**src/rtl/uart_cmd_parser_if.sv**
```systemverilog
// ---------------------------------------------------------------------------
// uart_cmd_parser_if
//   Byte-level handshake bundle between the UART blocks and uart_cmd_parser.
//
//   rx_valid / rx_data : one-cycle strobe plus byte from the receiver.
//   tx_valid / tx_data : reply byte offered to the transmitter.
//   tx_ready           : transmitter accepts tx_data; a byte moves on any
//                        cycle where tx_valid && tx_ready.
//
//   master : the UART side (drives received bytes, accepts reply bytes).
//   slave  : the command parser.
// ---------------------------------------------------------------------------
interface uart_cmd_parser_if;
    logic       rx_valid;
    logic [7:0] rx_data;
    logic       tx_valid;
    logic [7:0] tx_data;
    logic       tx_ready;

    modport master (
        output rx_valid,
        output rx_data,
        output tx_ready,
        input  tx_valid,
        input  tx_data
    );

    modport slave (
        input  rx_valid,
        input  rx_data,
        input  tx_ready,
        output tx_valid,
        output tx_data
    );
endinterface

```
**src/rtl/uart_cmd_parser.sv**
```systemverilog
// ---------------------------------------------------------------------------
// uart_cmd_parser
//   Assembles command frames from received UART bytes, executes them and
//   returns a two-byte reply (status, data) to the UART transmitter.
//
//   Frame: SYNC, CMD, ARG[, SUM]   with SUM = CMD ^ ARG
//   Commands: 01 write LEDs, 02 read LEDs, 03 echo ARG, 04 read err_cnt.
//   Status byte: 8'h06 on success, 8'h15 on error.
//
//   Build option: define UART_CMD_CHECKSUM_EN for the 4-byte frame with
//   SUM validation. Without it the frame is 3 bytes and neither the
//   GET_SUM state nor the SUM register exist.
//
//   Ports:
//     clk     : system clock (shared with uart_rx / uart_tx)
//     resetn  : asynchronous active-low reset
//     bus     : rx byte strobe and tx byte handshake (slave modport)
//     leds    : LED register
//     err_cnt : saturating error counter
//     busy    : high whenever the parser is not idle
// ---------------------------------------------------------------------------
module uart_cmd_parser #(
    parameter logic [7:0] SYNC_BYTE      = 8'hA5,
    parameter int         TIMEOUT_CYCLES = 100000,
    parameter int         LED_W          = 3
) (
    input  logic             clk,
    input  logic             resetn,
    uart_cmd_parser_if.slave bus,
    output logic [LED_W-1:0] leds,
    output logic [7:0]       err_cnt,
    output logic             busy
);

    localparam int              TO_W    = $clog2(TIMEOUT_CYCLES) + 1;
    localparam logic [TO_W-1:0] TO_LAST = TO_W'(TIMEOUT_CYCLES - 1);
    localparam logic [7:0]      ST_ACK  = 8'h06;
    localparam logic [7:0]      ST_NAK  = 8'h15;

    typedef enum logic [2:0] {
        IDLE    = 3'd0,
        GET_CMD = 3'd1,
        GET_ARG = 3'd2,
`ifdef UART_CMD_CHECKSUM_EN
        GET_SUM = 3'd3,
`endif
        EXEC    = 3'd4,
        TX_STAT = 3'd5,
        TX_DATA = 3'd6
    } state_t;

    state_t           state_q, state_d;
    logic [7:0]       cmd_q, cmd_d;
    logic [7:0]       arg_q, arg_d;
`ifdef UART_CMD_CHECKSUM_EN
    logic [7:0]       sum_q, sum_d;
`endif
    logic [7:0]       stat_q, stat_d;
    logic [7:0]       data_q, data_d;
    logic [7:0]       err_q, err_d;
    logic [LED_W-1:0] leds_q, leds_d;
    logic [TO_W-1:0]  cnt_q, cnt_d;
    logic             err_evt;
    logic             in_frame;

    always_comb begin
        state_d  = state_q;
        cmd_d    = cmd_q;
        arg_d    = arg_q;
`ifdef UART_CMD_CHECKSUM_EN
        sum_d    = sum_q;
`endif
        stat_d   = stat_q;
        data_d   = data_q;
        leds_d   = leds_q;
        cnt_d    = cnt_q;
        err_d    = err_q;
        err_evt  = 1'b0;
        in_frame = 1'b0;

        case (state_q)
            IDLE: begin
                // Anything but the sync marker is line noise and is ignored.
                if (bus.rx_valid && (bus.rx_data == SYNC_BYTE)) begin
                    state_d = GET_CMD;
                    cnt_d   = '0;
                end
            end
            GET_CMD: begin
                in_frame = 1'b1;
                if (bus.rx_valid) begin
                    cmd_d   = bus.rx_data;
                    state_d = GET_ARG;
                end
            end
            GET_ARG: begin
                in_frame = 1'b1;
                if (bus.rx_valid) begin
                    arg_d   = bus.rx_data;
`ifdef UART_CMD_CHECKSUM_EN
                    state_d = GET_SUM;
`else
                    state_d = EXEC;
`endif
                end
            end
`ifdef UART_CMD_CHECKSUM_EN
            GET_SUM: begin
                in_frame = 1'b1;
                if (bus.rx_valid) begin
                    sum_d   = bus.rx_data;
                    state_d = EXEC;
                end
            end
`endif
            EXEC: begin
                state_d = TX_STAT;
                stat_d  = ST_ACK;
                err_evt = bus.rx_valid;
`ifdef UART_CMD_CHECKSUM_EN
                if (sum_q != (cmd_q ^ arg_q)) begin
                    stat_d  = ST_NAK;
                    data_d  = 8'hEE;
                    err_evt = 1'b1;
                end else
`endif
                begin
                    case (cmd_q)
                        8'h01: begin
                            leds_d = arg_q[LED_W-1:0];
                            data_d = 8'(arg_q[LED_W-1:0]);
                        end
                        8'h02:   data_d = 8'(leds_q);
                        8'h03:   data_d = arg_q;
                        // Reports the count as it stood before this cycle.
                        8'h04:   data_d = err_q;
                        default: begin
                            stat_d  = ST_NAK;
                            data_d  = cmd_q;
                            err_evt = 1'b1;
                        end
                    endcase
                end
            end
            TX_STAT: begin
                err_evt = bus.rx_valid;
                if (bus.tx_ready) state_d = TX_DATA;
            end
            TX_DATA: begin
                err_evt = bus.rx_valid;
                if (bus.tx_ready) state_d = IDLE;
            end
            default: state_d = IDLE;
        endcase

        // Inter-byte watchdog: an accepted byte restarts it, otherwise the
        // frame is abandoned after TIMEOUT_CYCLES silent cycles.
        if (in_frame) begin
            if (bus.rx_valid) begin
                cnt_d = '0;
            end else if (cnt_q == TO_LAST) begin
                state_d = IDLE;
                cnt_d   = '0;
                err_evt = 1'b1;
            end else begin
                cnt_d = cnt_q + TO_W'(1);
            end
        end

        // Several error sources in one cycle still count as a single event.
        if (err_evt && (err_q != 8'hFF)) err_d = err_q + 8'd1;
    end

    always_ff @(posedge clk or negedge resetn) begin
        if (!resetn) begin
            state_q <= IDLE;
            cmd_q   <= '0;
            arg_q   <= '0;
`ifdef UART_CMD_CHECKSUM_EN
            sum_q   <= '0;
`endif
            stat_q  <= '0;
            data_q  <= '0;
            leds_q  <= '0;
            cnt_q   <= '0;
            err_q   <= '0;
        end else begin
            state_q <= state_d;
            cmd_q   <= cmd_d;
            arg_q   <= arg_d;
`ifdef UART_CMD_CHECKSUM_EN
            sum_q   <= sum_d;
`endif
            stat_q  <= stat_d;
            data_q  <= data_d;
            leds_q  <= leds_d;
            cnt_q   <= cnt_d;
            err_q   <= err_d;
        end
    end

    assign bus.tx_valid = (state_q == TX_STAT) || (state_q == TX_DATA);
    assign leds         = leds_q;
    assign err_cnt      = err_q;
    assign busy         = (state_q != IDLE);

    always_comb begin
        bus.tx_data = 8'h00;
        if (state_q == TX_STAT)      bus.tx_data = stat_q;
        else if (state_q == TX_DATA) bus.tx_data = data_q;
    end

endmodule

```
**src/flat_wrapper.sv**
```systemverilog
// flat-port wrapper written by rule: the top's interface ports become plain ports
module uart_cmd_parser_flat 
#(
    parameter logic [7:0] SYNC_BYTE      = 8'hA5,
    parameter int         TIMEOUT_CYCLES = 100000,
    parameter int         LED_W          = 3
)
  (clk, resetn, leds, err_cnt, busy, bus_rx_valid, bus_rx_data, bus_tx_ready, bus_tx_valid, bus_tx_data);
  uart_cmd_parser_if bus_i ();
  input  logic clk;
  input  logic resetn;
  output logic [LED_W-1:0] leds;
  output logic [7:0] err_cnt;
  output logic busy;
  input wire logic [$bits(bus_i.rx_valid)-1:0] bus_rx_valid;
  input wire logic [$bits(bus_i.rx_data)-1:0] bus_rx_data;
  input wire logic [$bits(bus_i.tx_ready)-1:0] bus_tx_ready;
  output wire logic [$bits(bus_i.tx_valid)-1:0] bus_tx_valid;
  output wire logic [$bits(bus_i.tx_data)-1:0] bus_tx_data;
  assign bus_i.rx_valid = bus_rx_valid;
  assign bus_i.rx_data = bus_rx_data;
  assign bus_i.tx_ready = bus_tx_ready;
  assign bus_tx_valid = bus_i.tx_valid;
  assign bus_tx_data = bus_i.tx_data;
  uart_cmd_parser #(.SYNC_BYTE(SYNC_BYTE), .TIMEOUT_CYCLES(TIMEOUT_CYCLES), .LED_W(LED_W)) u_core (.clk(clk), .resetn(resetn), .bus(bus_i), .leds(leds), .err_cnt(err_cnt), .busy(busy));
endmodule
```
**config.mk**
```make
export PLATFORM = sky130hd
export DESIGN_NAME = uart_cmd_parser_flat
export DESIGN_NICKNAME = d
export VERILOG_FILES = /design/src/rtl/uart_cmd_parser_if.sv /design/src/rtl/uart_cmd_parser.sv /design/src/flat_wrapper.sv
export SDC_FILE = /design/constraint.sdc
export NUM_CORES = 1
export LEC_CHECK = 0
export BUFFER_PORTS_ARGS = -buffer_cell sky130_fd_sc_hd__buf_2
export CAP_MARGIN = 25
export CORE_MARGIN = 1.5
export CORE_UTILIZATION = 52
export DETAILED_ROUTE_END_ITERATION = 12
export PLACE_DENSITY = 0.75
export SLEW_MARGIN = 20
export SYNTH_ARGS = -nofsm -noshare
export SYNTH_HDL_FRONTEND = slang
export SYNTH_SLANG_ARGS = --single-unit
```
**constraint.sdc**
```tcl
create_clock -name clk -period 1.98 [get_ports clk]
set_input_delay 0.198 -clock clk [delete_from_list [all_inputs] [get_ports clk]]
set_output_delay 0.198 -clock clk [all_outputs]
set_load 0.1 [all_outputs]
```
Word-level counts from Yosys, hierarchy flattened. Cells that the tools add are included.

Register bits: 64. Bits of input ports: 12. Output and inout bits: 21.

Add/sub/neg operators: 2. Equal/unequal tests: 12. Multiplexer cells: 24. Reductions and logical operators: 14.

Operators with widths (number): 18-bit 2-to-1 mux (5); 8-bit one-hot mux with 4 select lines (1); 3-bit 2-to-1 mux (8); 18-bit by 1-bit adder with 18-bit output, second input constant (1); 18-bit by 17-bit == test with 1-bit output, second input constant (1); 3-bit one-hot mux with 6 select lines (1); 8-bit by 2-bit == test with 1-bit output, second input constant (2); 8-bit 2-to-1 mux (2); 3-bit == test, second input constant (3); 8-bit by 1-bit adder with 8-bit output, second input constant (1); 8-bit by 1-bit == test with 1-bit output, second input constant (1); 8-bit by 3-bit == test with 1-bit output, second input constant (1); 8-bit == test, second input constant (1); 8-bit inequality test, second input constant (1); 2-bit AND reduction (4); 1-bit 2-to-1 mux (5); 5-bit 2-to-1 mux (1); 2-bit nonzero test (2); 2-bit OR reduction (2); 4-bit OR reduction (1); 3-bit by 1-bit == test with 1-bit output, second input constant (1); 3-bit by 2-bit == test with 1-bit output, second input constant (1); 3-bit logical NOT (1); 3-bit nonzero test (1); other kinds (3) (4).

Logic depth before layout (Yosys ltp).
Word-level depth: 8. Gate-level depth with buffers: 8. Mapped depth without buffers: 6.

Worst setup path before layout. OpenSTA, ideal clock, no wires.

Path type: register to output. From: reg u_core.state_q[0]. To: out bus_tx_data[0]. Arrival time: 3.166 ns. Data required time: 1.782 ns. Slack: -1.384 ns. Cell stages (with the launch flop): 6. Path buffers: 2. Cell sequence: dfrtp_1 > clkbuf_2 > nor2b_1 > clkbuf_1 > nand2_1 > a21boi_0.

Word-level cells in the longest chain between the ends: 3. Elaborated cells on any way between the ends: 4. Classes of those cells: eq/ne (2); mux (2).

RTL lines: start: declaration (RTL line uart_cmd_parser.sv:52) `state_t state_q, state_d;`; start signal: assignment (RTL line uart_cmd_parser.sv:188) `state_q <= state_d;`; 3-bit == test (RTL line uart_cmd_parser.sv:210) `else if (state_q == TX_DATA) bus.tx_data = data_q;`; 8-bit 2-to-1 mux (RTL line uart_cmd_parser.sv:210); 8-bit 2-to-1 mux (*) (RTL line uart_cmd_parser.sv:209) `if (state_q == TX_STAT) bus.tx_data = stat_q;`; end: declaration (RTL line flat_wrapper.sv:19) `output wire logic [$bits(bus_i.tx_data)-1:0] bus_tx_data;`.

Every way passes the cells marked *; elsewhere a longest branch is shown, timed or not.

Worst setup path after layout.
From: reg u_core.cmd_q[7]. To: reg u_core.err_q[1], in the netlist u_core.err_cnt[1].

Word-level cells in the longest chain between the ends: 8. Elaborated cells on any way between the ends: 11. Classes of those cells: eq/ne (4); mux (5); reduce/logical (2).

RTL lines: start: declaration (RTL line uart_cmd_parser.sv:53) `logic [7:0] cmd_q, cmd_d;`; start signal: assignment (RTL line uart_cmd_parser.sv:189) `cmd_q <= cmd_d;`; 8-bit by 1-bit == test with 1-bit output, or another cell as far along (RTL line uart_cmd_parser.sv:128) `case (cmd_q)`; 4-bit OR reduction (no source line) (*); 1-bit 2-to-1 mux (*) (RTL line uart_cmd_parser.sv:128); 1-bit one-hot mux with 2 select lines (*) (RTL line uart_cmd_parser.sv:81) `case (state_q)`; 1-bit 2-to-1 mux (RTL line uart_cmd_parser.sv:161) `end else if (cnt_q == TO_LAST) begin`; 1-bit 2-to-1 mux (RTL line uart_cmd_parser.sv:159) `if (bus.rx_valid) begin`; 1-bit 2-to-1 mux (*) (RTL line uart_cmd_parser.sv:158) `if (in_frame) begin`; 1-bit logical AND (*) (RTL line uart_cmd_parser.sv:171) `if (err_evt && (err_q != 8'hFF)) err_d = err_q + 8'd1;`; end signal: assignment (RTL line uart_cmd_parser.sv:198) `err_q <= err_d;`; end: declaration (RTL line uart_cmd_parser.sv:60) `logic [7:0] err_q, err_d;`.

Marks and branches as above. A chain may end at the register's enable or synchronous reset.

==> results.py <==
metrics = {
    "run_status": {
        "outcome": "finished clean",
    },
    "place": {
        "gp_congestion": 0.910,
        "portBuffers": 32,
        "dp.cells": 442,
        "dp_hpwl_mm": 5.47,
    },
    "sta": {
        "period_needed_ns": 1.95,
        "worst_clock_skew_ns": 0.00919,
        "finalHoldViolations": 0,
        "fin_crit_sh": 0.983,
        "setup_viol": 0,
        "relSlewSlack": 0.673,
        "rsz0062_at_grt": "yes",
        "tightest_slew_ns": 0.490,
        "timing.fmax_mhz": 514,
        "slew_viol_final": 0,
        "whs_ns": 0.119,
    },
    "power": {
        "sw_frac_of_total": 0.463,
        "power.switching_mw": 2.80,
        "p_comb_frac": 0.528,
        "p_leak_nw": 1.73,
        "power.density_nw_per_um2": 1510,
        "p_clk_frac": 0.151,
        "p_seq_frac": 0.321,
        "ir_drop_v": 0.00145,
        "cell_internal_pwr_mw": 3.24,
    },
    "yosys": {
        "synth_nets": 340,
        "synthAdderAreaFrac": 0.00781,
        "synthArstFlopShare": 1.00,
        "synth_compound_area_frac": 0.170,
        "muxShareOfSynthArea": 0.0988,
        "synth_top_family_by_area": "simple AND/OR/NAND/NOR gates",
        "synth-seq-cells": 59,
        "synth_most_common_cell": "dfrtp_1",
        "ys.flop_type": "dfrtp_1",
        "yosysTopAreaCell": "dfrtp_1",
        "ys_types": 57,
        "yosys-top-cells-area": "dfrtp_1, mux2_2, nand2_1, a21oi_1, mux2i_1",
        "synth_area_per_cell_um2": 9.83,
        "synth_top_area_frac": 0.461,
        "syn_inst": 326,
        "yosys_warnings": 0,
        "netlist_area_um2": 3210,
        "yosys.area_share.simple": 0.202,
        "synthTopCellsByCount": "dfrtp_1, nand2_1, mux2_2",
        "synth_edf_count": 0,
        "synth_xor_area_frac": 0.0219,
        "synth_seq_area_share": 0.461,
    },
    "floorplan": {
        "initial_core_util": 0.541,
        "core_um2": 5920,
        "die_x_um": 81.5,
        "die-area_um2": 6640,
        "die_y_um": 81.5,
        "ios": 33,
        "row_count": 28,
    },
    "clock_tree": {
        "htreeDepth": 3,
        "worstSkewPairLatency_ns": 0.34,
        "cts_max_path_buffers": 2,
        "cts_tree": "built",
        "clockRootBuffer": "clkbuf_8",
        "numClockSinks": 59,
        "cts_buffers": 9,
        "cts.clk_slew.worst_paths_ns": 0.07,
        "cts_setup_buffers": 0,
    },
    "global_routing": {
        "grt_pass1_wl_mm": 12.2,
        "grt_max_degree": 60,
        "grt_antenna_before_repair": 0,
        "grt_util_all_layers": 0.246,
        "grt_overflow_total": 0,
        "grt_pass1_vias": 2540,
    },
    "detailed_routing": {
        "first_pass_iters": 5,
        "antenna_left": 0,
        "wl_per_cell_um": 16.4,
        "wl_mm": 7.54,
        "routed_via_density": 6.01,
        "drt_iter0_drc": 143,
        "drc_errors": 0,
        "vias": 2758,
    },
    "worst_setup_path": {
        "endpoint_kind": "flop",
        "cp_data_arrival_time_ns": 2.18,
        "cp_top_family": "simple AND/OR/NAND/NOR gates",
        "r2r_end": "u_core.err_cnt[1]",
        "worstSetupPathType": "flop to flop",
        "timing.rr.start": "u_core.cmd_q[7]",
        "timing.critical_path.cells": "or4_4 > a211oi_4 > o21ai_4 > o21ai_2 > mux2_4",
        "cp_slowest_stage_delay_ns": 0.57,
        "path_buf_inv": 0,
        "cp_max_fo": 3,
        "critPathLaunchType": "flop",
        "worstSetupPathDepth": 5,
        "cp.required_ns": 2.21,
        "slowest_stage": "or4_4",
        "r2r_slack_ns": 0.03,
        "r2r_cells": 5,
    },
    "layout": {
        "stdcell_count": 459,
        "fillers": 469,
        "nNetsFinal": 393,
        "drive_gt1_frac": 0.315,
        "diodes": 0,
        "areaGrowthSynthToFinish_pct": 24.4,
    },
    "flow_run": {
        "cap_viol_max_count": 0,
    },
    "hold_path": {
        "min_path_cells": 2,
        "hold_start": "bus_rx_data[3]",
        "holdPathEnd": "u_core.arg_q[3]",
        "hp-class": "primary input to flop",
    },
}
worst register-to-register path: stages, from the launching register on:
cell,delay [ns]
dfrtp_1,0.40
or4_4,0.57
a211oi_4,0.29
o21ai_4,0.09
o21ai_2,0.17
mux2_4,0.31
per-stage QoR:
| step | cell area (um2) | setup TNS, ns | total power, mW | worst slack, ns | utilization |
|---|---|---|---|---|---|
| floorplan | 3260 | -0.136 | 4.20 | -0.0708 | - |
| global placement | 3790 | 0 | 4.97 | 0.0462 | 0.640 |
| detailed placement | 3790 | -0.265 | 5.08 | -0.0528 | 0.640 |
| CTS | 3950 | 0 | 6.00 | 0.0383 | 0.668 |
| global route | 3990 | -0.0692 | 6.39 | -0.0347 | 0.674 |
| finish | 3990 | 0 | 6.04 | 0.0345 | 0.674 |
state kept, by name, indices dropped and copies added, names as in the netlist:
signal and flops:
u_core.cmd_q 8, u_core.arg_q 8, u_core.data_q 8, u_core.err_cnt 8, u_core.leds 3, u_core.stat_q 3, u_core.cnt_q 18, u_core.state_q 3
cells in the final DEF, fill, tap and decap left out, types with 4 or more instances in the layout:
cell	count
dfrtp_1	51
nor3_1	4
and3_1	10
a21oi_1	17
nand3_1	15
nand4_1	6
inv_1	10
nand2_1	35
buf_12	10
a21o_1	4
o22ai_1	6
mux2_2	20
o21ai_0	14
and3b_1	4
a22o_1	7
xnor2_1	8
dfrtp_2	8
nor2_1	13
mux2i_1	8
o22a_1	5
and4_1	4
buf_2	23
clkbuf_8	9
nor2b_1	5
clkbuf_1	4
buf_4	27
cells by family after synthesis:
| group | count (synthesis) |
|---|---|
| compound gates | 78 |
| xor+xnor | 8 |
| fa+ha+maj | 2 |
| flops | 59 |
| buf+inv | 30 |
| mux | 29 |
| simple gates | 120 |
power groups by stage:
| stage | logic [mW] | clock network [mW] | registers [mW] |
|---|---|---|---|
| final | 3.19 | 0.911 | 1.94 |
| after global routing | 3.43 | 0.978 | 1.99 |
| after CTS | 3.15 | 0.930 | 1.93 |
| after detailed placement | 3.13 | 0 | 1.95 |
| after global placement | 3.06 | 0 | 1.92 |
| after floorplan | 1.89 | 0 | 2.31 |
layer usage:
layer,up-vias,part of all wire,global-route usage
met5,-,0,0
met4,0,0.019,0.0983
met3,14,0.040,0.0489
met2,73,0.46,0.364
met1,1374,0.48,0.353
li1,1297,-,-
area by class of cell:
type / count / area, um2 / share of cell area
clock buffer: 13 / 139 / 0.0348
clock inverter: 3 / 15.0 / 0.00376
inverter: 10 / 37.5 / 0.00941
multi-input combinational: 237 / 1680 / 0.421
sequential: 59 / 1490 / 0.373
tap: 75 / 93.8 / 0.0235
timing repair buffer: 62 / 539 / 0.135
worst max-delay path by stage:
stage / startpoint / to / slack (ns)
global route: u_core.cmd_q[7] / u_core.err_cnt[1] / -0.03
finish: u_core.cmd_q[7] / u_core.err_cnt[1] / 0.03
global placement: bus_rx_data[3] / u_core.cnt_q[10] / 0.05
detailed placement: bus_rx_data[3] / u_core.cnt_q[17] / -0.05
floorplan: u_core.state_q[0] / bus_tx_data[0] / -0.07
CTS: u_core.cmd_q[5] / u_core.data_q[1] / 0.04
timing repair:
action                     CTS  global route
setup endpoints to repair    0            10
hold buffers                 1             0
resized for setup            0             8
hold endpoints to repair    59             0
(Power assumes the default switching activity.)
